**config.mk**
```make
export PLATFORM = sky130hd
export DESIGN_NAME = shift_reg_bank
export DESIGN_NICKNAME = d
export VERILOG_FILES = /design/src/rtl/shift_reg_bank.sv
export SDC_FILE = /design/constraint.sdc
export NUM_CORES = 1
export LEC_CHECK = 0
export CAP_MARGIN = 20
export CORE_AREA = 5 5 101 103
export CTS_BUF_LIST = sky130_fd_sc_hd__clkbuf_4 sky130_fd_sc_hd__clkbuf_8 sky130_fd_sc_hd__clkbuf_16
export DETAILED_ROUTE_END_ITERATION = 16
export DIE_AREA = 0 0 106 108
export GPL_ROUTABILITY_DRIVEN = 0
export GPL_TIMING_DRIVEN = 0
export HOLD_SLACK_MARGIN = 0.12
export PLACE_DENSITY = 0.66
export SYNTH_ARGS = -nofsm -noshare
export SYNTH_HDL_FRONTEND = slang
export SYNTH_SLANG_ARGS = --single-unit
```
**constraint.sdc**
```tcl
create_clock -name clk -period 6.32 [get_ports clk]
set_input_delay 0.632 -clock clk [delete_from_list [all_inputs] [get_ports clk]]
set_output_delay 0.632 -clock clk [all_outputs]
set_load 0.02 [all_outputs]
```
**src/rtl/shift_reg_bank.sv**
```systemverilog
// rtl/shift_reg_bank.sv - multi-mode shift register bank with per-stage valid bits
// Hold / shift up / shift down / rotate, single-stage write, tap read and registered fill count.
module shift_reg_bank #(
  parameter  int WIDTH = 4,
  parameter  int DEPTH = 9,
  localparam int AW    = $clog2(DEPTH),
  localparam int CW    = $clog2(DEPTH + 1)
) (
  input  logic                   clk,
  input  logic                   rst_n,
  input  logic                   clr,
  input  logic [1:0]             op,
  input  logic [WIDTH-1:0]       si,
  input  logic                   wr_en,
  input  logic [AW-1:0]          wr_addr,
  input  logic [WIDTH-1:0]       wr_data,
  input  logic [AW-1:0]          rd_addr,
  output logic [WIDTH-1:0]       rd_data,
  output logic                   rd_vld,
  output logic [WIDTH-1:0]       so_hi,
  output logic [WIDTH-1:0]       so_lo,
  output logic [WIDTH*DEPTH-1:0] taps,
  output logic [DEPTH-1:0]       vld,
  output logic [CW-1:0]          fill,
  output logic                   full
);

  localparam logic [AW:0] DEPTH_W = (AW + 1)'(DEPTH);

  logic [WIDTH-1:0] stage     [DEPTH];
  logic [WIDTH-1:0] nxt_stage [DEPTH];
  logic [DEPTH-1:0] nxt_vld;
  logic [CW-1:0]    nxt_fill;
  logic             wr_ok;
  logic             rd_ok;

  assign wr_ok = ({1'b0, wr_addr} < DEPTH_W);
  assign rd_ok = ({1'b0, rd_addr} < DEPTH_W);

  // The op is applied first; a write then overrides the shifted value at its stage.
  always_comb begin
    nxt_stage = stage;
    nxt_vld   = vld;
    case (op)
      2'b01: begin
        for (int i = DEPTH - 1; i > 0; i--) nxt_stage[i] = stage[i-1];
        nxt_stage[0] = si;
        nxt_vld      = {vld[DEPTH-2:0], 1'b1};
      end
      2'b10: begin
        for (int i = 0; i < DEPTH - 1; i++) nxt_stage[i] = stage[i+1];
        nxt_stage[DEPTH-1] = si;
        nxt_vld            = {1'b1, vld[DEPTH-1:1]};
      end
      2'b11: begin
        for (int i = DEPTH - 1; i > 0; i--) nxt_stage[i] = stage[i-1];
        nxt_stage[0] = stage[DEPTH-1];
        nxt_vld      = {vld[DEPTH-2:0], vld[DEPTH-1]};
      end
      default: ;
    endcase
    if (wr_en && wr_ok) begin
      nxt_stage[wr_addr] = wr_data;
      nxt_vld[wr_addr]   = 1'b1;
    end
  end

  always_comb begin
    nxt_fill = '0;
    for (int i = 0; i < DEPTH; i++) nxt_fill = nxt_fill + CW'(nxt_vld[i]);
  end

  always_ff @(posedge clk or negedge rst_n) begin
    if (!rst_n) begin
      for (int i = 0; i < DEPTH; i++) stage[i] <= '0;
      vld  <= '0;
      fill <= '0;
    end else if (clr) begin
      for (int i = 0; i < DEPTH; i++) stage[i] <= '0;
      vld  <= '0;
      fill <= '0;
    end else begin
      for (int i = 0; i < DEPTH; i++) stage[i] <= nxt_stage[i];
      vld  <= nxt_vld;
      fill <= nxt_fill;
    end
  end

  always_comb begin
    taps = '0;
    for (int i = 0; i < DEPTH; i++) taps[i*WIDTH +: WIDTH] = stage[i];
  end

  always_comb begin
    rd_data = '0;
    rd_vld  = 1'b0;
    if (rd_ok) begin
      rd_data = stage[rd_addr];
      rd_vld  = vld[rd_addr];
    end
  end

  assign so_hi = stage[DEPTH-1];
  assign so_lo = stage[0];
  assign full  = (fill == CW'(DEPTH));

endmodule

```
Word level (Yosys, flattened, before mapping)
Index checks and enable logic that the tools add are counted.
Operators by class
  add/sub/neg operators: 8
  magnitude comparators: 8
  equal/unequal tests: 4
  multiplexer cells: 19
  bitwise gates (word level): 3
  reduce and logical (&&, ||, !) cells: 3
Operators with widths (count)
  $pmux 36 s3: 1
  $mux 36: 2
  $bwmux 36: 1
  $pmux 9 s3: 1
  $add 4x1->4: 5
  $mux 4: 5
  $mux 9: 2
  $bmux 4 s4: 1
  $demux 4 s4: 1
  $ge 5x5->1 const B: 2
  $lt 4x5->1 const B: 2
  $not 4->5: 2
  $or 9x9->9: 1
  $lt 4x4->1 const B: 2
  $lt 5x1->1 const B: 1
  $add 3x1->4: 1
  $bmux 1 s4: 1
  $demux 1 s4: 1
  $eq 2x2->1 const B: 2
  $eq 4x4->1 const B: 1
  $ge 4x1->1 const B: 1
  $add 2x1->3: 1
  $logic_and 1x1->1: 3
  $mux 1: 3
  other kinds (2): 2
Word-level totals
  register bits: 49
  input port bits: 22
  output and inout bits: 63
  word-level logic and storage cells: 56

Depth between registers and ports, before layout
  depth in word-level cells: 15
  mapped depth: 14
  gate-level depth less buffers: 11

Worst setup path before layout
No wires, ideal clock.
  kind: input to register
  from: input op[1]
  to: register fill[2]
  library setup time: 0.132 ns
  data arrival time: 3.969 ns
  data required time: 6.188 ns
  setup slack: 2.219 ns
  cell stages on the path: 13
  path buffers: 2
  cells stage by stage: buf_6 buf_6 mux2_2 mux2i_1 and2_1 fa_1 fa_1 fa_1 inv_1 fa_1 fa_1 xnor2_1 nor2_1
On the way
  word-level cells in the longest chain between the ends: 13
RTL lines
  start, declared: line 12  | input logic [1:0] op,
  $eq 2x2->1 / $eq 2x1->1 (equally long branches): line 44  | case (op)
  $pmux 9 s3 *: line 44
  $or 9x9->9 (no source line)
  $mux 9 *: line 62  | if (wr_en && wr_ok) begin
  $add 1x1->2: line 70  | for (int i = 0; i < DEPTH; i++) nxt_fill = nxt_fill + CW'(nxt_vld[i]);
  $add 2x1->3: line 70
  $add 3x1->4: line 70
  $add 4x1->4 (4 in a row): line 70
  $add 4x1->4 *: line 70
  $mux 4 *: line 78  | end else if (clr) begin
  end signal, assigned: line 85  | fill <= nxt_fill;
  end, declared: line 24  | output logic [CW-1:0] fill,
Mark *: on every way between the ends. The rest lies on a longest branch, timed or not.

Worst setup path after layout
  from: input wr_addr[2]
  to: register fill[2]
On the way
  word-level cells in the longest chain between the ends: 15
RTL lines
  start, declared: line 15  | input logic [AW-1:0] wr_addr,
  $lt 4x5->1 (implied by the code) / $ge 4x1->1 (equally long branches): line 64  | nxt_vld[wr_addr] = 1'b1;
  $logic_and 1x1->1 (implied by the code): line 64
  $mux 1 (implied by the code): line 64
  $demux 1 s4: line 64
  $or 9x9->9 (no source line)
  $mux 9 *: line 62
  $add 1x1->2: line 70
  $add 2x1->3: line 70
  $add 3x1->4: line 70
  $add 4x1->4 (4 in a row): line 70
  $add 4x1->4 *: line 70
  $mux 4 *: line 78
Marks and branches as above.

==> impl_metrics.xml <==
<?xml version="1.0" encoding="UTF-8"?>
<metrics>
  <group name="outcome">
    <metric name="run_status" unit="">completed</metric>
  </group>
  <group name="sta">
    <metric name="setup_tns" unit="ns">0</metric>
    <metric name="worst_pin_slew" unit="ns">0.626</metric>
    <metric name="max_clock_freq" unit="MHz">211</metric>
    <metric name="layout_worst_path_cycle_share" unit="%">75.1</metric>
    <metric name="clock_skew" unit="ns">0.0128</metric>
    <metric name="final_hold_viol_count" unit="">0</metric>
    <metric name="relSlewSlack" unit="%">58.1</metric>
    <metric name="count_of_final_max_slew_check_failures" unit="">0</metric>
    <metric name="setup_viol" unit="">0</metric>
    <metric name="worst_hold_margin" unit="ns">0.281</metric>
    <metric name="rsz0062_at_grt" unit="">false</metric>
    <metric name="min_period" unit="ns">4.75</metric>
  </group>
  <group name="power">
    <metric name="pwr_density_cell" unit="nW/µm²">172</metric>
    <metric name="power.leakage" unit="µW">0.00208</metric>
    <metric name="worst_ir_drop_vdd" unit="mV">0.0922</metric>
  </group>
  <group name="synthesis">
    <metric name="synthTopCellsByCount" unit="">85 x mux2i_1, 49 x dfrtp_1, 46 x nor2_1</metric>
    <metric name="ys.warnings.count" unit="">0</metric>
    <metric name="syn-num-nets" unit="">406</metric>
    <metric name="synth-main-ff-cell" unit="">dfrtp_1</metric>
    <metric name="average_footprint_of_a_synthesized_cell" unit="µm²">9.57</metric>
    <metric name="yosys-top-cells-area" unit="">dfrtp_1 34%, mux2i_1 24%, nor2_1 4.8%</metric>
    <metric name="synth.most_common_cell" unit="">mux2i_1</metric>
    <metric name="synth.distinct_cells" unit="">37</metric>
    <metric name="synthCells" unit="">377</metric>
    <metric name="synth-edff-count" unit="">0</metric>
    <metric name="synth-seq-area-share" unit="%">34.0</metric>
    <metric name="post_synth_instance_area" unit="µm²">3610</metric>
    <metric name="synth_register_bits" unit="">49</metric>
    <metric name="netlist.area_leader.share" unit="%">34.0</metric>
    <metric name="synthDominantAreaCellType" unit="">dfrtp_1</metric>
    <metric name="postSynth.asyncResetShare" unit="%">100</metric>
  </group>
  <group name="global_route">
    <metric name="grt_max_degree" unit="">29</metric>
    <metric name="globalRouteOverflowTotal" unit="">0</metric>
    <metric name="grt_usage" unit="%">20.9</metric>
    <metric name="antenna_violations_before_repair" unit="">0</metric>
    <metric name="wire_length_of_the_first_global_routing_pass" unit="mm">18.4</metric>
    <metric name="via_count_of_the_first_global_routing_pass" unit="">3231</metric>
  </group>
  <group name="setup_path">
    <metric name="worst-endpoint-arrival" unit="ns">4.93</metric>
    <metric name="cpMaxStageDelayCell" unit="">fa_1</metric>
    <metric name="cp_data_required_time" unit="ns">6.50</metric>
    <metric name="worst_setup_path_end_kind" unit="">flip-flop</metric>
    <metric name="critical_path.max_fanout" unit="">6</metric>
    <metric name="start_kind" unit="">input port</metric>
    <metric name="cp_cell_sequence" unit="">clkdlybuf4s50_1, nor2_1, nand2b_1, clkbuf_1, and2_1, fa_1, fa_1, fa_1, inv_1, fa_1, fa_1, xnor2_1, nor2_1</metric>
    <metric name="crit_path_max_incr_delay" unit="ns">0.58</metric>
    <metric name="path_class" unit="">input port to flip-flop</metric>
    <metric name="critical_path.most_common_cell" unit="">fa_1</metric>
  </group>
  <group name="finish">
    <metric name="design_area" unit="µm²">4630</metric>
    <metric name="flow.area_growth_from_synthesis" unit="%">28.4</metric>
    <metric name="fill_cells" unit="">870</metric>
    <metric name="nets_final" unit="">489</metric>
    <metric name="fraction_of_layout_cells_with_a_size_suffix_above_1" unit="%">13.0</metric>
    <metric name="diodes" unit="">0</metric>
  </group>
  <group name="clock_network">
    <metric name="clock-root-buffer" unit="">clkbuf_8</metric>
    <metric name="holdBufCountCts" unit="">0</metric>
    <metric name="cts_htree_levels" unit="">2</metric>
    <metric name="max-clock-path-buffers" unit="">2</metric>
    <metric name="numCtsBuffers" unit="">5</metric>
    <metric name="post_cts.repair.setup_buffers" unit="">0</metric>
    <metric name="cts_repair_resize_count" unit="">0</metric>
    <metric name="clkTransAtPathRegs" unit="ns">0.10</metric>
    <metric name="tritoncts" unit="">built</metric>
    <metric name="clock-sinks" unit="">49</metric>
    <metric name="insertion_delay" unit="ns">0.32</metric>
  </group>
  <group name="route">
    <metric name="vias" unit="">3271</metric>
    <metric name="drt_first_pass_iters" unit="">5</metric>
    <metric name="initial_drc_count" unit="">291</metric>
    <metric name="drtAntennaViolNets" unit="">0</metric>
    <metric name="drt_wl_total" unit="mm">11.8</metric>
    <metric name="route.detailed.wl_per_inst" unit="µm">20.7</metric>
    <metric name="detail_route.drc_violations" unit="">0</metric>
    <metric name="route.detailed.vias_per_inst" unit="">5.72</metric>
  </group>
  <group name="place">
    <metric name="io_buffer_count" unit="">75</metric>
    <metric name="hpwl" unit="mm">8.88</metric>
    <metric name="post_dp_cell_area" unit="µm²">4510</metric>
  </group>
  <group name="run">
    <metric name="max_cap_violations" unit="">0</metric>
  </group>
  <group name="die">
    <metric name="core-area" unit="µm²">9110</metric>
    <metric name="die_outline_area" unit="µm²">11400</metric>
    <metric name="chipHeight" unit="µm">108</metric>
    <metric name="die_width" unit="µm">106</metric>
    <metric name="initial_core_util" unit="%">39.6</metric>
    <metric name="ioPinCount" unit="">85</metric>
    <metric name="floorplan.rows" unit="">35</metric>
  </group>
  <group name="min_path">
    <metric name="holdCritPathClass" unit="">input port to asynchronous set/reset pin</metric>
  </group>
</metrics>
## where the power goes
part / internal (µW) / total [µW] / leakage (µW) / switching [µW]
sequential: 326 / 343 / 0.000674 / 16.8
combinational: 94.8 / 209 / 0.00135 / 114
clock: 129 / 246 / 0.0000574 / 117
total: 550 / 798 / 0.00208 / 248
## path summary, 6_finish.rpt
path	start	to	slack (ns)	cells after the start
worst min register to register	taps[24]	taps[28]	0.75	4
max in group asynchronous	rst_n	vld[6]	5.49	2
min in group clk	clr	taps[19]	0.62	2
worst max-delay path	wr_addr[2]	fill[2]	1.57	13
worst max register to register	vld[4]	fill[2]	2.44	11
worst min-delay path	rst_n	taps[22]	0.28	1
## placed cells by master (no fill, tap or decap), drive strengths merged, types with 4 or more instances in the layout
| master | synthesis | final |
|---|---|---|
| nor2 | 48 | 48 |
| buf | 23 | 25 |
| a21oi | 10 | 10 |
| nand3 | 6 | 6 |
| o21ai | 32 | 32 |
| dfrtp | 49 | 49 |
| inv | 4 | 4 |
| mux2 | 12 | 12 |
| clkdlybuf4s50 | 0 | 74 |
| a31oi | 4 | 4 |
| fa | 5 | 5 |
| nor2b | 7 | 7 |
| clkbuf | 15 | 21 |
| a22o | 8 | 8 |
| mux4 | 5 | 5 |
| mux2i | 85 | 85 |
| nand2 | 43 | 43 |
## final cells by class
cell class / count / area (µm²) / area share (%)
tap: 111 / 139 / 3.00
multi-input combinational: 286 / 2130 / 45.9
timing repair buffer: 76 / 766 / 16.5
buffer: 38 / 239 / 5.16
sequential: 49 / 1230 / 26.5
inverter: 4 / 15.0 / 0.324
clock inverter: 2 / 37.5 / 0.810
clock buffer: 6 / 82.6 / 1.78
## kinds of logic (layout without fill, tap and decap cells)
family | count (synthesis) | count (layout) | share of synthesized area [%]
simple gates | 119 | 119 | 15.8
mux | 102 | 102 | 30.4
compound gates | 57 | 57 | 9.05
flops | 49 | 49 | 34.0
buf+inv | 42 | 126 | 7.04
fa+ha+maj | 7 | 7 | 3.47
xor+xnor | 1 | 1 | 0.243
## through the flow
stage / worst slack [ns] / utilization [%] / std cells / total power [µW]
floorplan: 2.22 / - / 377 / 469
global placement: 1.35 / 49.4 / 563 / 552
detailed placement: 1.30 / 49.5 / 564 / 557
CTS: 1.63 / 50.9 / 572 / 798
global route: 1.44 / 50.9 / 572 / 833
finish: 1.57 / 50.9 / 572 / 798
## per-layer routing
layer | up-vias | GRT usage [%] | part of all wire (%)
met4 | 0 | 5.55 | 1.6
met1 | 1606 | 29.3 | 43
met5 | - | 0 | 0
met2 | 174 | 34.0 | 47
met3 | 15 | 3.28 | 8.4
li1 | 1476 | - | -
## critical path, delay by kind of cell
family	cells	cell delay (ns)
XOR/XNOR	1	0.15
adder cells (fa/ha/maj)	5	2.38
buffers and inverters	3	0.86
AND/OR/NAND/NOR	4	0.92
## state kept, by name (all words and copies together) (netlist names)
name / cells
so_lo: 4
taps: 28
vld: 9
so_hi: 4
fill: 4
Power figures use the tool's default switching activity.
==> RTL edit, RTL diff (same flow settings) <==
The parameter `DEPTH` goes from 9 to 10.
--- a/src/rtl/shift_reg_bank.sv
+++ b/src/rtl/shift_reg_bank.sv
@@ -2,7 +2,7 @@
 // Hold / shift up / shift down / rotate, single-stage write, tap read and registered fill count.
 module shift_reg_bank #(
   parameter  int WIDTH = 4,
-  parameter  int DEPTH = 9,
+  parameter  int DEPTH = 10,
   localparam int AW    = $clog2(DEPTH),
   localparam int CW    = $clog2(DEPTH + 1)
 ) (
Ports: changed (resized taps and vld); port bits go from 85 to 90. No check against the original RTL was run, so the function may have changed too.
==> RTL edit against the original RTL <==
- cell area rose by 8.0%
- area after synthesis rose by 9.2%
- first-iteration DRC count fell by 0.69%
- sequential cell count rose by 5
- power rose by 4.9%
- critical path depth rose by 3
- setup slack improved by 190 ps
- non-clock buffer count rose by 10
- wire length rose by 12%
- register-to-register slack improved by 260 ps
- hold slack got worse by 17 ps
- via count rose by 9.2%
- core utilization rose by 4.1 points
==> RTL edit: results (changes against the original RTL) <==
depth of the worst register-to-register path 14 (+3); Port-buffer cells 80 (+6.7%); Hold WC Path Type primary input to async pin; Longest Clk Path Bufs 2 (unchanged); later-pin clock latency in the skew report 320 ps (about the same); H-tree depth 2 (unchanged); outcome finished clean; largest net degree at the start of global routing 34 (+17%); overall routing resource usage 23.2% (+2.2 points); arrival time at the worst endpoint 4750 ps (-180 ps); Critical Path Source wr_addr[2]; initial drt markers 289 (-0.69%); dpl ws 1440 ps (+134 ps); Synth async-reset ratio 100% (unchanged); Reg clk slew, reported paths 100 ps (about the same); nets@finish 535 (+9.4%); peak supply drop 0.0000798 V (-13%); initial antenna violation count 0 (unchanged); n_diodes 0 (unchanged); post-synthesis cell type count 32 (-14%); post_cts resized 0 (unchanged); worst slew pin tran 712 ps (+85.8 ps); drt pass-1 iters 5 (unchanged); fraction of layout instances using a drive strength above 1 12.6% (-0.37 points); r2r endpoint fill[2]; Placed Area 4890 µm² (+8.4%); Leak 2.20 nW (+6.0%); Routed Antenna Nets 0 (unchanged); post-synthesis sequential area ratio 34.3% (+0.33 points); first-pass GRT wire length 20.4 mm (+11%); largest cells by area after synthesis dfrtp_1 (34%), mux2i_1 (21%), o21ai_0 (5.2%); hold_buf cts 0 (unchanged); RR Startpoint vld[6]; final hold slack 264 ps (-17.3 ps); Largest register FFs 32 (+14%); r2r setup slk 2700 ps (+260 ps); syn_nets 447 (+10%); Max Fanout on Critical Path 8 (+2); vias in the first global route 3548 (+9.8%); postcts setup bufs 0 (unchanged); Post-DP HPWL 9.91 mm (+12%); Ys Warns 0 (unchanged); most frequent cells after synthesis mux2i_1 (83), dfrtp_1 (54), nand2_1 (54); Root Driver clkbuf_8; CTS Buf Count 5 (unchanged); clock skew 6.89 ps (-5.91 ps); DR vias 3572 (+9.2%); Routed WL 13.2 mm (+12%)
[RTL edit: stage by stage]
| stage | util [%] | instances |
|---|---|---|
| floorplan | - | 417 |
| global placement | 53.6 | 608 |
| detailed placement | 53.7 | 609 |
| CTS | 54.9 | 617 |
| global route | 54.9 | 617 |
| finish | 54.9 | 617 |
[RTL edit: cell families (layout without fill, tap and decap cells)]
| group | count (synthesis) | after routing | synth area share (%) |
|---|---|---|---|
| buffers and inverters | 52 | 141 | 6.51 |
| XOR/XNOR | 1 | 1 | 0.222 |
| AND/OR/NAND/NOR | 129 | 129 | 15.3 |
| adder cells (fa/ha/maj) | 8 | 8 | 3.68 |
| multiplexers | 109 | 109 | 31.1 |
| flip-flops | 54 | 54 | 34.3 |
| AO/OA/AOI/OAI | 64 | 64 | 8.86 |
[RTL edit: power breakdown]
part           switching, W  internal [W]
Sequential        0.0000176      0.000359
Combinational      0.000126     0.0000973
Clock              0.000126      0.000111
Total              0.000269      0.000567
[RTL edit: area by class of cell]
cell class	instances	area, µm²
flip-flops and latches	54	1350
well taps	111	139
clock buffers	8	110
multi-input cells	311	2330
repair buffers	81	816
inverters	9	33.8
plain buffers	43	223
fillers	863	4110
[RTL edit: worst max-delay path, cell delays in order]
cell and delay [ps]:
clkdlybuf4s50_1 620, nor2b_1 160, buf_2 220, nand4_2 340
and2_1 300, fa_1 550, inv_1 60, fa_1 480
inv_1 50, fa_1 450, inv_1 80, ha_1 170
inv_1 60, fa_1 380, xnor2_1 160, nor2_1 50
[RTL edit: worst max path at each step]
stage          endpoint  slack (ps)
3_3_place_gp    fill[2]        1520
6_report        fill[2]        1760
2_1_floorplan   fill[2]        2310
4_1_cts         fill[2]        1780
5_1_grt         fill[2]        1560
3_5_place_dp    fill[2]        1440
[RTL edit: layer usage]
| metal | track usage, % | vias up | part of all wire (%) |
|---|---|---|---|
| li1 | - | 1624 | - |
| met3 | 3.94 | 24 | 7.6 |
| met5 | 0 | - | 0 |
| met1 | 32.0 | 1738 | 43 |
| met2 | 36.9 | 186 | 47 |
| met4 | 8.33 | 0 | 2.7 |
